<file path="src/rtl/ext_ar_burst_gen_pkg.sv">
// Shared constants and types for the external AR burst generator.
// Holds the fixed AXI attribute encodings driven onto every AR beat and
// the 4 KB page size that bounds each burst.
package ext_ar_burst_gen_pkg;

  localparam logic [2:0] AXI_SIZE_64        = 3'd3;     // 8-byte beats
  localparam logic [1:0] AXI_BURST_INCR     = 2'b01;
  localparam logic [3:0] AXI_CACHE_DEFAULT  = 4'b0010;  // normal non-cacheable, non-bufferable
  localparam logic [2:0] AXI_PROT_DEFAULT   = 3'b000;
  localparam logic [3:0] AXI_QOS_DEFAULT    = 4'b0000;
  localparam logic [3:0] AXI_REGION_DEFAULT = 4'b0000;
  localparam int unsigned PAGE_BYTES        = 4096;

  typedef enum logic {
    ST_IDLE,
    ST_SPLIT
  } ar_state_e;

endpackage

</file>
<file path="src/rtl/ext_ar_burst_gen.sv">
// ext_ar_burst_gen: splits a (start address, byte count) command into AXI
// INCR read bursts on a 64-bit bus. Bursts never cross a 4 KB page and
// never exceed MAX_BEATS beats; the first burst may start unaligned.
//
// Ports:
//   clk_i, rst_ni            clock, synchronous active-low reset
//   cmd_valid_i/cmd_ready_o  command handshake (accepted only when idle)
//   cmd_addr_i, cmd_bytes_i  start byte address, byte count (0 = no-op)
//   cmd_id_i, cmd_user_i     id/user replicated onto every burst
//   ar_valid_o/ar_ready_i    AR handshake toward ext_ar_buffer
//   ar_*_o                   AR channel fields
//   busy_o                   high while a command is being split
module ext_ar_burst_gen
  import ext_ar_burst_gen_pkg::*;
#(
  parameter int unsigned ID_WIDTH    = 4,
  parameter int unsigned ADDR_WIDTH  = 32,
  parameter int unsigned USER_WIDTH  = 6,
  parameter int unsigned TRANS_WIDTH = 16,
  parameter int unsigned MAX_BEATS   = 16
) (
  input  logic                   clk_i,
  input  logic                   rst_ni,
  input  logic                   cmd_valid_i,
  output logic                   cmd_ready_o,
  input  logic [ADDR_WIDTH-1:0]  cmd_addr_i,
  input  logic [TRANS_WIDTH-1:0] cmd_bytes_i,
  input  logic [ID_WIDTH-1:0]    cmd_id_i,
  input  logic [USER_WIDTH-1:0]  cmd_user_i,
  output logic                   ar_valid_o,
  input  logic                   ar_ready_i,
  output logic [ADDR_WIDTH-1:0]  ar_addr_o,
  output logic [7:0]             ar_len_o,
  output logic [2:0]             ar_size_o,
  output logic [1:0]             ar_burst_o,
  output logic                   ar_lock_o,
  output logic [3:0]             ar_cache_o,
  output logic [2:0]             ar_prot_o,
  output logic [3:0]             ar_region_o,
  output logic [3:0]             ar_qos_o,
  output logic [ID_WIDTH-1:0]    ar_id_o,
  output logic [USER_WIDTH-1:0]  ar_user_o,
  output logic                   busy_o
);

  // Wide enough for the byte count and for a full 4096-byte page distance.
  localparam int unsigned CW = ((TRANS_WIDTH > 13) ? TRANS_WIDTH : 13) + 1;

  ar_state_e              state_q, state_d;
  logic [ADDR_WIDTH-1:0]  cur_addr_q, cur_addr_d;
  logic [TRANS_WIDTH-1:0] rem_q, rem_d;
  logic [ID_WIDTH-1:0]    id_q, id_d;
  logic [USER_WIDTH-1:0]  user_q, user_d;

  logic [CW-1:0] rem_ext;
  logic [CW-1:0] page_left;
  logic [CW-1:0] beat_left;
  logic [CW-1:0] chunk;
  logic [CW-1:0] span;
  logic [7:0]    len;
  logic          ar_hs;
  logic          last_burst;

  // Burst sizing from registered state only, so AR fields hold steady
  // while a burst is stalled.
  always_comb begin
    rem_ext   = CW'(rem_q);
    page_left = CW'(PAGE_BYTES) - CW'(cur_addr_q[11:0]);
    beat_left = CW'(MAX_BEATS * 8) - CW'(cur_addr_q[2:0]);
    chunk     = rem_ext;
    if (page_left < chunk) chunk = page_left;
    if (beat_left < chunk) chunk = beat_left;
    // Beats covered = ceil((offset + chunk) / 8); len is beats - 1.
    span = CW'(cur_addr_q[2:0]) + chunk + CW'(7);
    // With nothing left (idle/reset) the subtraction would wrap; report 0.
    len  = (chunk == '0) ? '0 : 8'((span >> 3) - CW'(1));
  end

  assign ar_hs      = (state_q == ST_SPLIT) && ar_ready_i;
  assign last_burst = (rem_ext == chunk);

  always_comb begin
    state_d    = state_q;
    cur_addr_d = cur_addr_q;
    rem_d      = rem_q;
    id_d       = id_q;
    user_d     = user_q;
    unique case (state_q)
      ST_IDLE: begin
        // Zero-byte commands are consumed without touching state.
        if (cmd_valid_i && (cmd_bytes_i != '0)) begin
          cur_addr_d = cmd_addr_i;
          rem_d      = cmd_bytes_i;
          id_d       = cmd_id_i;
          user_d     = cmd_user_i;
          state_d    = ST_SPLIT;
        end
      end
      ST_SPLIT: begin
        if (ar_hs) begin
          cur_addr_d = cur_addr_q + ADDR_WIDTH'(chunk);
          rem_d      = rem_q - TRANS_WIDTH'(chunk);
          if (last_burst) state_d = ST_IDLE;
        end
      end
      default: state_d = ST_IDLE;
    endcase
  end

  always_ff @(posedge clk_i) begin
    if (!rst_ni) begin
      state_q    <= ST_IDLE;
      cur_addr_q <= '0;
      rem_q      <= '0;
      id_q       <= '0;
      user_q     <= '0;
    end else begin
      state_q    <= state_d;
      cur_addr_q <= cur_addr_d;
      rem_q      <= rem_d;
      id_q       <= id_d;
      user_q     <= user_d;
    end
  end

  assign cmd_ready_o = (state_q == ST_IDLE);
  assign ar_valid_o  = (state_q == ST_SPLIT);
  assign busy_o      = (state_q == ST_SPLIT);

  assign ar_addr_o   = cur_addr_q;
  assign ar_len_o    = len;
  assign ar_id_o     = id_q;
  assign ar_user_o   = user_q;
  assign ar_size_o   = AXI_SIZE_64;
  assign ar_burst_o  = AXI_BURST_INCR;
  assign ar_lock_o   = 1'b0;
  assign ar_cache_o  = AXI_CACHE_DEFAULT;
  assign ar_prot_o   = AXI_PROT_DEFAULT;
  assign ar_region_o = AXI_REGION_DEFAULT;
  assign ar_qos_o    = AXI_QOS_DEFAULT;

endmodule

</file>
<file path="config.mk">
export PLATFORM = sky130hd
export DESIGN_NAME = ext_ar_burst_gen
export DESIGN_NICKNAME = d
export VERILOG_FILES = /design/src/rtl/ext_ar_burst_gen_pkg.sv /design/src/rtl/ext_ar_burst_gen.sv
export SDC_FILE = /design/constraint.sdc
export NUM_CORES = 1
export LEC_CHECK = 0
export BUFFER_PORTS_ARGS = -buffer_cell sky130_fd_sc_hd__buf_2
export CORE_MARGIN = 3
export CORE_UTILIZATION = 50
export CTS_CLUSTER_DIAMETER = 60
export CTS_CLUSTER_SIZE = 10
export DETAILED_ROUTE_END_ITERATION = 7
export PLACE_DENSITY = 0.81
export REMOVE_ABC_BUFFERS = 1
export SLEW_MARGIN = 40
export SYNTH_ARGS = -nofsm -noshare
export SYNTH_HDL_FRONTEND = slang
export SYNTH_SLANG_ARGS = --single-unit
export TNS_END_PERCENT = 5
</file>
<file path="constraint.sdc">
create_clock -name clk_i -period 11.9 [get_ports clk_i]
set_input_delay 1.785 -clock clk_i [delete_from_list [all_inputs] [get_ports clk_i]]
set_output_delay 1.785 -clock clk_i [all_outputs]
set_load 0.02 [all_outputs]
</file>
; ---- Word-level counts from Yosys, hierarchy flattened
; Cells that the tools add are included.
[totals]
register_bits = 59
output_inout_bits = 74
inputBits = 62
word_cells = 37
[op_classes]
n_mux = 13
eq_ne = 3
n_reduce_logical = 6
addsub = 7
bitwise = 1
order_cmp = 2
[ops]
columns = op, count
row1 = 32-bit two-way mux, 2
row2 = 32-bit case mux with 2 select lines, 1
row3 = 17-bit two-way mux, 2
row4 = 32-bit by 17-bit adder with 32-bit output, 1
row5 = 16-bit two-way mux, 2
row6 = 16-bit case mux with 2 select lines, 1
row7 = 16-bit by 17-bit == test with 1-bit output, 1
row8 = 17-bit zero test, 1
row9 = 17-bit by 16-bit less-than comparator with 1-bit output, 1
row10 = 17-bit less-than comparator, 1
row11 = 16-bit nonzero test, 1
row12 = 16-bit subtractor, 1
row13 = "13-bit by 12-bit subtractor with 14-bit output, first input constant", 1
row14 = "11-bit by 3-bit adder with 11-bit output, second input constant", 1
row15 = 3-bit by 11-bit adder with 11-bit output, 1
row16 = "8-bit by 3-bit subtractor with 9-bit output, first input constant", 1
row17 = 8-bit two-way mux, 1
row18 = "8-bit by 1-bit subtractor with 8-bit output, second input constant", 1
row19 = "2-bit by 1-bit inequality test with 1-bit output, second input constant", 2
row20 = 2-bit AND reduction, 2
row21 = 1-bit two-way mux, 3
row22 = 1-bit logical AND, 2
row23 = 1-bit case mux with 2 select lines, 1
row24 = 1-bit NOT, 1

; ---- Logic depth before layout (Yosys ltp)
; Gate-level depths: netlist of the first run.
[logic_depth]
depth_word = 9
depth_mapped = 38
depth_no_buf = 35

; ---- Least setup slack after synthesis of the first run
; Ideal clock, no wire load.
[synth_path]
path_type = reg2out
startpoint = reg cur_addr_q[3], in the netlist ar_addr_o[3]
endpoint = out ar_len_o[6]
required_ps = 10115
arrival_ps = 7805
n_path_buf = 4
stages_incl_launch_ff = 34
setup_slack_ps = 2310
cell_sequence = dfxtp_1 > buf_6 > or4_4 > or2_4 > nor4_1 > xnor2_1 > ha_1 > nand4_1 > nor4b_1 > o21bai_1 > nand2_1 > buf_1 > mux2i_1 > ha_1 > a21o_1 > and3_1 > o32a_1 > o21a_4 > buf_12 > buf_2 > a21oi_1 > inv_1 > ha_1 > inv_1 > ha_1 > a21oi_1 > inv_1 > a21oi_1 > inv_1 > xnor2_1 > ha_1 > nand3_1 > mux2_2 > nor4_1
[synth_between]
elab_chain_len = 9
elab_cells_between_ends = 10
cone_classes = 4 x add/sub / 2 x order compare / 3 x mux / 1 x reduce/logical
[synth_lines]
columns = item, line_no
row1 = from (decl), ext_ar_burst_gen.sv:50  ; logic [ADDR_WIDTH-1:0] cur_addr_q, cur_addr_d;
row2 = from (signal assigned), ext_ar_burst_gen.sv:119  ; cur_addr_q <= cur_addr_d;
row3 = 13-bit by 12-bit subtractor with 14-bit output (*), ext_ar_burst_gen.sv:68  ; page_left = CW'(PAGE_BYTES) - CW'(cur_addr_q[11:0]);
row4 = 17-bit by 16-bit less-than comparator with 1-bit output, ext_ar_burst_gen.sv:71  ; if (page_left < chunk) chunk = page_left;
row5 = 17-bit two-way mux (*), ext_ar_burst_gen.sv:71
row6 = 17-bit less-than comparator, ext_ar_burst_gen.sv:72  ; if (beat_left < chunk) chunk = beat_left;
row7 = 17-bit two-way mux (*), ext_ar_burst_gen.sv:72
row8 = 3-bit by 11-bit adder with 11-bit output, ext_ar_burst_gen.sv:74  ; span = CW'(cur_addr_q[2:0]) + chunk + CW'(7);
row9 = 11-bit by 3-bit adder with 11-bit output, ext_ar_burst_gen.sv:74
row10 = 8-bit by 1-bit subtractor with 8-bit output, ext_ar_burst_gen.sv:76  ; len = (chunk == '0) ? '0 : 8'((span >> 3) - CW'(1));
row11 = 8-bit two-way mux (*), ext_ar_burst_gen.sv:76
row12 = to (decl), ext_ar_burst_gen.sv:33  ; output logic [7:0] ar_len_o,
; Every way passes the cells marked *; elsewhere a longest branch is shown, timed or not.

; ---- Final worst setup path of the first run
[layout_path]
startpoint = reg cur_addr_q[1], in the netlist ar_addr_o[1]
endpoint = out ar_len_o[4]
[layout_between]
elab_chain_len = 9
elab_cells_between_ends = 11
cone_classes = 5 x add/sub / 2 x order compare / 3 x mux / 1 x reduce/logical
[layout_lines]
columns = item, line_no
row1 = 13-bit by 12-bit subtractor with 14-bit output, ext_ar_burst_gen.sv:68
row2 = 17-bit by 16-bit less-than comparator with 1-bit output, ext_ar_burst_gen.sv:71
row3 = 17-bit two-way mux, ext_ar_burst_gen.sv:71
row4 = 17-bit less-than comparator, ext_ar_burst_gen.sv:72
row5 = 17-bit two-way mux, ext_ar_burst_gen.sv:72
row6 = 3-bit by 11-bit adder with 11-bit output, ext_ar_burst_gen.sv:74
row7 = 11-bit by 3-bit adder with 11-bit output, ext_ar_burst_gen.sv:74
row8 = 8-bit by 1-bit subtractor with 8-bit output, ext_ar_burst_gen.sv:76
row9 = 8-bit two-way mux (*), ext_ar_burst_gen.sv:76
; Marked as above.

==> metrics.md, run 1 <==
| Metric | Value |
|---|---|
| Status | `finished clean` |
| Slew @ Worst Pin | `0.750 ns` |
| Slowest stage delay, CP | `0.51 ns` |
| WL/cell | `15.9 µm` |
| CP Launch Type | `flop` |
| Post-synth EDFFs | `0` |
| Min Hold Slack | `0.449 ns` |
| Area Overhead vs Synth | `15.6%` |
| RSZ-0062 raised after global routing | `no` |
| CTS Root Cell | `clkbuf_16` |
| CP dominant cell by count | `ha_1` |
| Die footprint | `12800 µm²` |
| Clk_skew | `0.00514 ns` |
| Drc violations | `0` |
| CTS tree | `built` |
| Port bufs | `114` |
| Critical path start-end classification | `flop to primary output` |
| Die Y | `113 µm` |
| CTS sink cnt | `59` |
| IO Count | `136` |
| HPWL after DPL | `11.8 mm` |
| Worst Hold Class | `flop to flop` |
| Cts repair resizes | `0` |
| Post-Syn Area | `5740 µm²` |
| Crit path arrival time | `8.46 ns` |
| H-tree depth | `3` |
| Largest net degree at the start of global routing | `47` |
| Commonest cells after routing, fill and taps aside | `buf_2, a21oi_1, nand2_1, dfxtp_1, ha_1` |
| Pre-CTS setup slack | `2.16 ns` |
| Placer Congestion | `0.940` |
| TritonRoute pass-1 iters | `5` |
| Sequential fraction of the synthesis area | `20.6%` |
| Fin area | `6640 µm²` |
| Synth unique cells | `74` |
| Antenna violations before repair | `0` |
| Fin crit share | `86.1%` |
| Final Max Slew Viols | `0` |
| Slowest stage cell, crit path | `nor3_4` |
| TritonCTS buffer count | `9` |
| Clock buffer depth | `2` |
| Primary FF master, synth | `dfxtp_1` |
| Post-DRT Antenna Nets | `0` |
| WL final | `16.2 mm` |
| Critical Path RT | `10.12 ns` |
| Filler cell count | `1039` |
| Synth warn | `0` |
| Clk Latency, worst-skew pair | `0.33 ns` |
| Total track usage | `24.8%` |
| Clk slew on worst S/H paths | `0.06 ns` |
| FMAX | `0.0976 GHz` |
| Maxcap violations | `0` |
| GR Overflow Total | `0` |
| Share of cells above drive strength 1 | `18.4%` |
| Lkg Pwr | `3.08 nW` |
| Vias | `5846` |
| Rel. slew slack | `48.5%` |
| #FFs+latches synth | `59` |
| Rows | `38` |
| Avg Vias per Cell | `5.76` |
| Commonest non-fill, non-tap cell in the layout | `buf_2` |
| Starting Density | `52.1%` |
| Global-route wire length before repair | `26.3 mm` |
| Area of the multi-input gates | `4200 µm²` |
| Antenna diodes | `0` |
| Fin util | `60.2%` |
| Area after DPL | `6340 µm²` |
| Initial DRC count | `344` |
| Pwr dens | `180 nW/µm²` |
| Number of global-route vias before repair | `5423` |
| Setup violators final | `0` |
| Final WS setup | `1.66 ns` |
| Die Width | `113 µm` |
| Peak supply drop | `0.285 mV` |
| Fin Setup TNS | `0 ns` |
| Synth Instances | `762` |
| Register area | `1180 µm²` |
| Tmin final | `10.24 ns` |
| Critical path peak fanout | `20` |
| Asr flop ratio synth | `0%` |
| Cts hold-fix bufs | `0` |
| Syn avg cell area | `7.54 µm²` |
| CP endpoint kind | `primary output` |
| Final net count | `991` |
| Fin. Hold Viols | `0` |
| Core Area | `11000 µm²` |
| Post-CTS Repair Setup Buffers | `0` |
report_power, final:
group	internal [mW]	total [mW]	switching (mW)	leakage, nW
combinational	0.272	0.682	0.410	2.45
clock	0.163	0.267	0.104	0.138
sequential	0.218	0.247	0.0290	0.488
flip-flops by register name (all words and copies together), names as in the netlist:
signal and count:
ar_addr_o 32, ar_id_o 4, ar_user_o 6, ar_valid_o 1, rem_q 16
routing by layer:
| layer | track usage, % | wire (µm) |
|---|---|---|
| met1 | 32.3 | 7060 |
| met2 | 40.9 | 7430 |
| met3 | 4.49 | 1240 |
| met4 | 9.21 | 438 |
| met5 | 0 | 0 |
path summary, 6_finish.rpt:
check                                   from            end  slack [ns]  cells past startpoint
worst max-delay path            ar_addr_o[1]    ar_len_o[4]        1.66                     35
worst min-delay path            ar_user_o[0]   ar_user_o[0]        0.45                      2
worst max register to register  ar_addr_o[1]  ar_addr_o[31]        3.19                     32
worst min register to register  ar_user_o[0]   ar_user_o[0]        0.45                      2
synthesized netlist by cell type (11+ instances only):
master / instances / share of area [%]
inv_1: 46 / 3.0
nor3_1: 13 / 1.1
buf_4: 22 / 2.9
ha_1: 57 / 12
o21ai_0: 42 / 3.7
xnor2_1: 24 / 3.7
and3_1: 11 / 1.2
dfxtp_1: 59 / 21
nor4_1: 13 / 1.4
nand2_1: 71 / 4.6
a21oi_1: 96 / 8.4
clkbuf_1: 26 / 1.7
nand3_1: 16 / 1.4
a211oi_1: 18 / 2.4
nor2_1: 57 / 3.7
xor2_1: 12 / 1.8
mux2i_1: 26 / 4.5
a21o_1: 17 / 2.2
through the flow:
step	power [mW]	std cells
CTS	1.19	1015
global placement	0.910	999
detailed placement	0.919	999
floorplan	0.753	741
finish	1.20	1015
global route	1.29	1015
cell families (layout without fill, tap and decap cells):
| kind of cell | after synthesis | after routing | share of synthesized area (%) |
|---|---|---|---|
| AO/OA/AOI/OAI | 243 | 243 | 27.0 |
| adder cells (fa/ha/maj) | 59 | 59 | 13.1 |
| multiplexers | 30 | 30 | 5.32 |
| XOR/XNOR | 36 | 36 | 5.49 |
| other | 2 | 37 | 0.131 |
| AND/OR/NAND/NOR | 228 | 228 | 19.7 |
| flip-flops | 59 | 59 | 20.6 |
| buffers and inverters | 105 | 183 | 8.74 |
area by class of cell:
cell class	count	share of cell area, %
sequential	59	17.8
clock inverter	7	1.13
timing repair buffer	118	9.05
clock buffer	9	3.39
multi-input combinational	633	63.2
inverter	49	2.79
tap	140	2.64
worst max-delay path: cells and delay by family (launching register included):
family | cells | cell delay [ns]
buffers and inverters | 6 | 0.76
flip-flops | 1 | 0.41
XOR/XNOR | 2 | 0.28
adder cells (fa/ha/maj) | 5 | 1.53
AND/OR/NAND/NOR | 10 | 2.37
AO/OA/AOI/OAI | 7 | 1.49
multiplexers | 5 | 1.26
Power figures use the tool's default switching activity.
==> inputs of run 2 (changes only) <==
--- a/config.mk
+++ b/config.mk
@@ -12,7 +12,6 @@
 export CTS_CLUSTER_SIZE = 10
 export DETAILED_ROUTE_END_ITERATION = 7
 export PLACE_DENSITY = 0.81
-export REMOVE_ABC_BUFFERS = 1
 export SLEW_MARGIN = 40
 export SYNTH_ARGS = -nofsm -noshare
 export SYNTH_HDL_FRONTEND = slang
==> run 2 against run 1 <==
Against the previous run:
- worst hold slack is essentially flat
- cell area is essentially flat
- combinational power is essentially flat
- die area is the same
- total power shrank 0.20%
- critical endpoint unchanged
- register-to-register slack lost 0.19 ns
- worst setup slack lost 0.21 ns
- sequential share of layout area is essentially flat
- via count grew 2.8%
- count of clock-buffer cells in the layout is the same
==> metrics.md, run 2 (synthesis results as in run 1) <==
| Metric | Value |
|---|---|
| Status | `finished clean` |
| CP Launch Type | `flop` |
| Rows | `38` |
| Number of global-route vias before repair | `5714` |
| Clock buffer depth | `2` |
| Total track usage | `25.9%` |
| TritonCTS buffer count | `9` |
| Fin Setup TNS | `0 ns` |
| Drc violations | `0` |
| Post-CTS Repair Setup Buffers | `0` |
| Global-route wire length before repair | `27.3 mm` |
| TritonRoute pass-1 iters | `6` |
| CTS tree | `built` |
| Fin crit share | `87.9%` |
| Antenna diodes | `0` |
| GR Overflow Total | `0` |
| Slew @ Worst Pin | `0.834 ns` |
| Final net count | `991` |
| Tmin final | `10.45 ns` |
| CTS Root Cell | `clkbuf_16` |
| RSZ-0062 raised after global routing | `no` |
| Area Overhead vs Synth | `15.6%` |
| Lkg Pwr | `3.08 nW` |
| FMAX | `0.0957 GHz` |
| Placer Congestion | `0.924` |
| WL final | `16.8 mm` |
| Fin util | `60.2%` |
| Pre-CTS setup slack | `1.97 ns` |
| CP dominant cell by count | `ha_1` |
| Initial DRC count | `491` |
| HPWL after DPL | `12.4 mm` |
| H-tree depth | `3` |
| Largest net degree at the start of global routing | `47` |
| Critical path peak fanout | `20` |
| Starting Density | `52.1%` |
| Worst Hold Class | `flop to flop` |
| Non-Filler Instances | `1015` |
| IO Count | `136` |
| Fin area | `6640 µm²` |
| Clk Latency, worst-skew pair | `0.33 ns` |
| Fin. Hold Viols | `0` |
| Max FFs per register | `32` |
| WL/cell | `16.5 µm` |
| Clk slew on worst S/H paths | `0.06 ns` |
| CP endpoint kind | `primary output` |
| Die Width | `113 µm` |
| Min Hold Slack | `0.449 ns` |
| Critical Path RT | `10.12 ns` |
| Slowest stage cell, crit path | `or4_4` |
| Commonest non-fill, non-tap cell in the layout | `buf_2` |
| Filler cell count | `1029` |
| Final Power | `1.19 mW` |
| Clk_skew | `0.00858 ns` |
| Die Y | `113 µm` |
| Post-DRT Antenna Nets | `0` |
| Core Area | `11000 µm²` |
| Crit path arrival time | `8.67 ns` |
| Share of cells above drive strength 1 | `18.4%` |
| CTS sink cnt | `59` |
| Register area | `1180 µm²` |
| Placed Cells | `999` |
| Cts repair resizes | `0` |
| Cts hold-fix bufs | `0` |
| Avg Vias per Cell | `5.92` |
| Maxcap violations | `0` |
| Vias | `6008` |
| Die footprint | `12800 µm²` |
| Slowest stage delay, CP | `0.61 ns` |
| Final Max Slew Viols | `0` |
| Area of the multi-input gates | `4200 µm²` |
| Critical path start-end classification | `flop to primary output` |
| Antenna violations before repair | `2` |
| Commonest cells after routing, fill and taps aside | `buf_2, a21oi_1, nand2_1, dfxtp_1, ha_1` |
| Final WS setup | `1.45 ns` |
| Setup violators final | `0` |
| Rel. slew slack | `44.3%` |
| Pwr dens | `180 nW/µm²` |
| Area after DPL | `6340 µm²` |
| Port bufs | `114` |
| Peak supply drop | `0.204 mV` |
==> run 2: cell count changes in the layout (fill, tap and decap cells not counted), sizes merged <==
cell and delta:
clkinv +2, clkinvlp -1, inv -1
==> run 2: final cells by class <==
cell class | instances | share of cell area, %
Tap cell | 140 | 2.64
Inverter | 49 | 2.79
Sequential cell | 59 | 17.8
Timing Repair Buffer | 118 | 9.04
Clock inverter | 7 | 1.15
Multi-Input combinational cell | 633 | 63.2
Clock buffer | 9 | 3.39
==> run 2: path summary, 6_finish.rpt <==
kind | from | end | slack (ns) | depth (start not counted)
worst max-delay path | ar_addr_o[3] | ar_len_o[4] | 1.45 | 34
worst min-delay path | ar_user_o[3] | ar_user_o[3] | 0.45 | 2
worst max register to register | ar_addr_o[3] | ar_addr_o[27] | 3.00 | 31
worst min register to register | ar_user_o[3] | ar_user_o[3] | 0.45 | 2
==> run 2: critical path, delay by kind of cell, from the launching register on <==
kind	cells	cell delay, ns
AO/OA/AOI/OAI	8	1.59
flip-flops	1	0.44
adder cells (fa/ha/maj)	5	1.56
buffers and inverters	5	0.54
AND/OR/NAND/NOR	9	2.51
XOR/XNOR	2	0.37
multiplexers	5	1.32
==> run 2: power by group <==
group          total [mW]  internal, mW  switching (mW)
combinational       0.680         0.271           0.409
sequential          0.247         0.218          0.0297
clock               0.266         0.163           0.103
total                1.19         0.651           0.541
==> run 2: layer usage <==
layer | vias to the layer above | routed length [µm] | share of wire [%] | track usage [%]
met4 | 4 | 418 | 2.5 | 8.89
met1 | 2764 | 7000 | 42 | 32.6
met5 | - | 21 | 0.13 | 0
met2 | 279 | 7890 | 47 | 44.0
li1 | 2925 | - | - | -
met3 | 36 | 1420 | 8.5 | 5.35
==> inputs of run 3 (changes only) <==
--- a/config.mk
+++ b/config.mk
@@ -11,8 +11,8 @@
 export CTS_CLUSTER_DIAMETER = 60
 export CTS_CLUSTER_SIZE = 10
 export DETAILED_ROUTE_END_ITERATION = 7
-export PLACE_DENSITY = 0.81
-export SLEW_MARGIN = 40
+export PLACE_DENSITY = 0.84
+export SLEW_MARGIN = 20
 export SYNTH_ARGS = -nofsm -noshare
 export SYNTH_HDL_FRONTEND = slang
 export SYNTH_SLANG_ARGS = --single-unit
==> run 3 against run 2 <==
Against the previous run:
- sequential power barely moved
- wire length increased by 1.5%
- clock power up 6%
- count of clock-buffer cells in the layout is the same
- cell count is 0.20% lower
- clock skew barely moved
- critical path type unchanged
- die area is the same
- sequential share of layout area is essentially flat
- flip-flop and latch count is the same
- core utilization about the same
- worst hold slack is essentially flat
- non-clock buffer count is 1 lower
- largest cell class unchanged
==> metrics.md, run 3 (synthesis results as in run 1) <==
| Metric | Value |
|---|---|
| Commonest cells after routing, fill and taps aside | `buf_2, a21oi_1, nand2_1, dfxtp_1, ha_1` |
| Fin area | `6650 µm²` |
| Max FFs per register | `32` |
| Setup violators final | `0` |
| CP dominant cell by count | `ha_1` |
| IO Count | `136` |
| FMAX | `0.0958 GHz` |
| Avg Vias per Cell | `5.87` |
| Clock buffer depth | `2` |
| Slowest stage delay, CP | `0.60 ns` |
| Pwr dens | `183 nW/µm²` |
| Drc violations | `0` |
| CP Depth | `34` |
| Critical path peak fanout | `20` |
| Placer Congestion | `0.947` |
| Hold Path Depth | `2` |
| R2r worst-path depth | `31` |
| Peak supply drop | `0.206 mV` |
| Critical path buffer and inverter count | `5` |
| Slew @ Worst Pin | `0.857 ns` |
| Clk_skew | `0.00824 ns` |
| Largest net degree at the start of global routing | `47` |
| Final WS setup | `1.46 ns` |
| Fin Setup TNS | `0 ns` |
| CTS tree | `built` |
| Maxcap violations | `0` |
| HPWL after DPL | `12.5 mm` |
| Die Y | `113 µm` |
| Initial DRC count | `461` |
| Status | `finished clean` |
| Area of the multi-input gates | `4200 µm²` |
| Lkg Pwr | `3.09 nW` |
| Port bufs | `114` |
| Area Overhead vs Synth | `15.7%` |
| Number of global-route vias before repair | `5567` |
| Antenna violations before repair | `1` |
| Cell family with most CP delay | `simple AND/OR/NAND/NOR gates` |
| TritonRoute pass-1 iters | `6` |
| H-tree depth | `3` |
| Core Area | `11000 µm²` |
| Met3 usage | `5.61%` |
| Met1 Use GR | `32.4%` |
| Critical Path RT | `10.12 ns` |
| Min Hold Slack | `0.449 ns` |
| Rel. slew slack | `42.8%` |
| Post-CTS Repair Setup Buffers | `0` |
| Cts hold-fix bufs | `0` |
| Vias | `5946` |
| GR Overflow Total | `0` |
| CP Launch Type | `flop` |
| Pre-CTS setup slack | `1.89 ns` |
| Fin. Hold Viols | `0` |
| Total track usage | `25.9%` |
| GR peak layer | `met2` |
| Slowest stage cell, crit path | `or4_4` |
| Antenna diodes | `0` |
| Share of cells above drive strength 1 | `18.2%` |
| WL final | `17.0 mm` |
| Die Width | `113 µm` |
| Post-DRT Antenna Nets | `0` |
| Rows | `38` |
| Clk slew on worst S/H paths | `0.06 ns` |
| Die footprint | `12800 µm²` |
| CTS Root Cell | `clkbuf_16` |
| CP endpoint kind | `primary output` |
| Final Max Slew Viols | `0` |
| Worst Hold Class | `flop to flop` |
| Tmin final | `10.44 ns` |
| Fin crit share | `87.7%` |
| Filler cell count | `1035` |
| Global-route wire length before repair | `27.2 mm` |
| Cts repair resizes | `0` |
| Crit path arrival time | `8.65 ns` |
| Register area | `1180 µm²` |
| Commonest non-fill, non-tap cell in the layout | `buf_2` |
| Met2 track demand over resource | `43.9%` |
| RSZ-0062 raised after global routing | `no` |
| Area after DPL | `6330 µm²` |
| Starting Density | `52.1%` |
| CTS sink cnt | `59` |
| WL/cell | `16.8 µm` |
| Final net count | `990` |
| TritonCTS buffer count | `9` |
| Critical path start-end classification | `flop to primary output` |
| Clk Latency, worst-skew pair | `0.33 ns` |
==> run 3: worst register-to-register path: cells and delay by family, from the launching register on <==
kind | cells | cell delay (ns)
flops | 1 | 0.43
simple gates | 11 | 2.87
mux | 2 | 0.67
buf+inv | 1 | 0.15
xor+xnor | 1 | 0.18
fa+ha+maj | 3 | 0.96
compound gates | 13 | 3.49
==> run 3: worst paths after layout <==
path / slack, ns / from / to
max: 1.46 / ar_addr_o[3] / ar_len_o[4]
min: 0.45 / ar_id_o[0] / ar_id_o[0]
max reg2reg: 2.98 / ar_addr_o[3] / ar_addr_o[31]
min reg2reg: 0.45 / ar_id_o[0] / ar_id_o[0]
==> run 3: final cells by class <==
class,count,share of cell area [%]
Inverter,49,2.77
Timing Repair Buffer,117,8.92
Tap cell,140,2.64
Multi-Input combinational cell,633,63.1
Sequential cell,59,17.8
Clock inverter,6,1.36
Clock buffer,9,3.39
==> run 3: stage by stage <==
stage               power (mW)  std cells  utilization, %
finish                    1.22       1013            60.2
global route              1.30       1013            60.2
CTS                       1.21       1013            60.2
detailed placement       0.920        998            57.4
global placement         0.907        998            57.4
floorplan                0.768        797               -
==> run 3: per-layer routing <==
| layer | part of all wire (%) | routed length, µm |
|---|---|---|
| met1 | 42 | 7140 |
| met3 | 7.9 | 1340 |
| met2 | 48 | 8120 |
| met5 | 0.094 | 16 |
| met4 | 2.3 | 387 |
==> run 3: power breakdown <==
part | leakage (nW) | total, mW | internal [mW] | switching (mW)
registers | 0.488 | 0.248 | 0.218 | 0.0300
clock network | 0.152 | 0.283 | 0.183 | 0.100
logic | 2.45 | 0.685 | 0.271 | 0.413
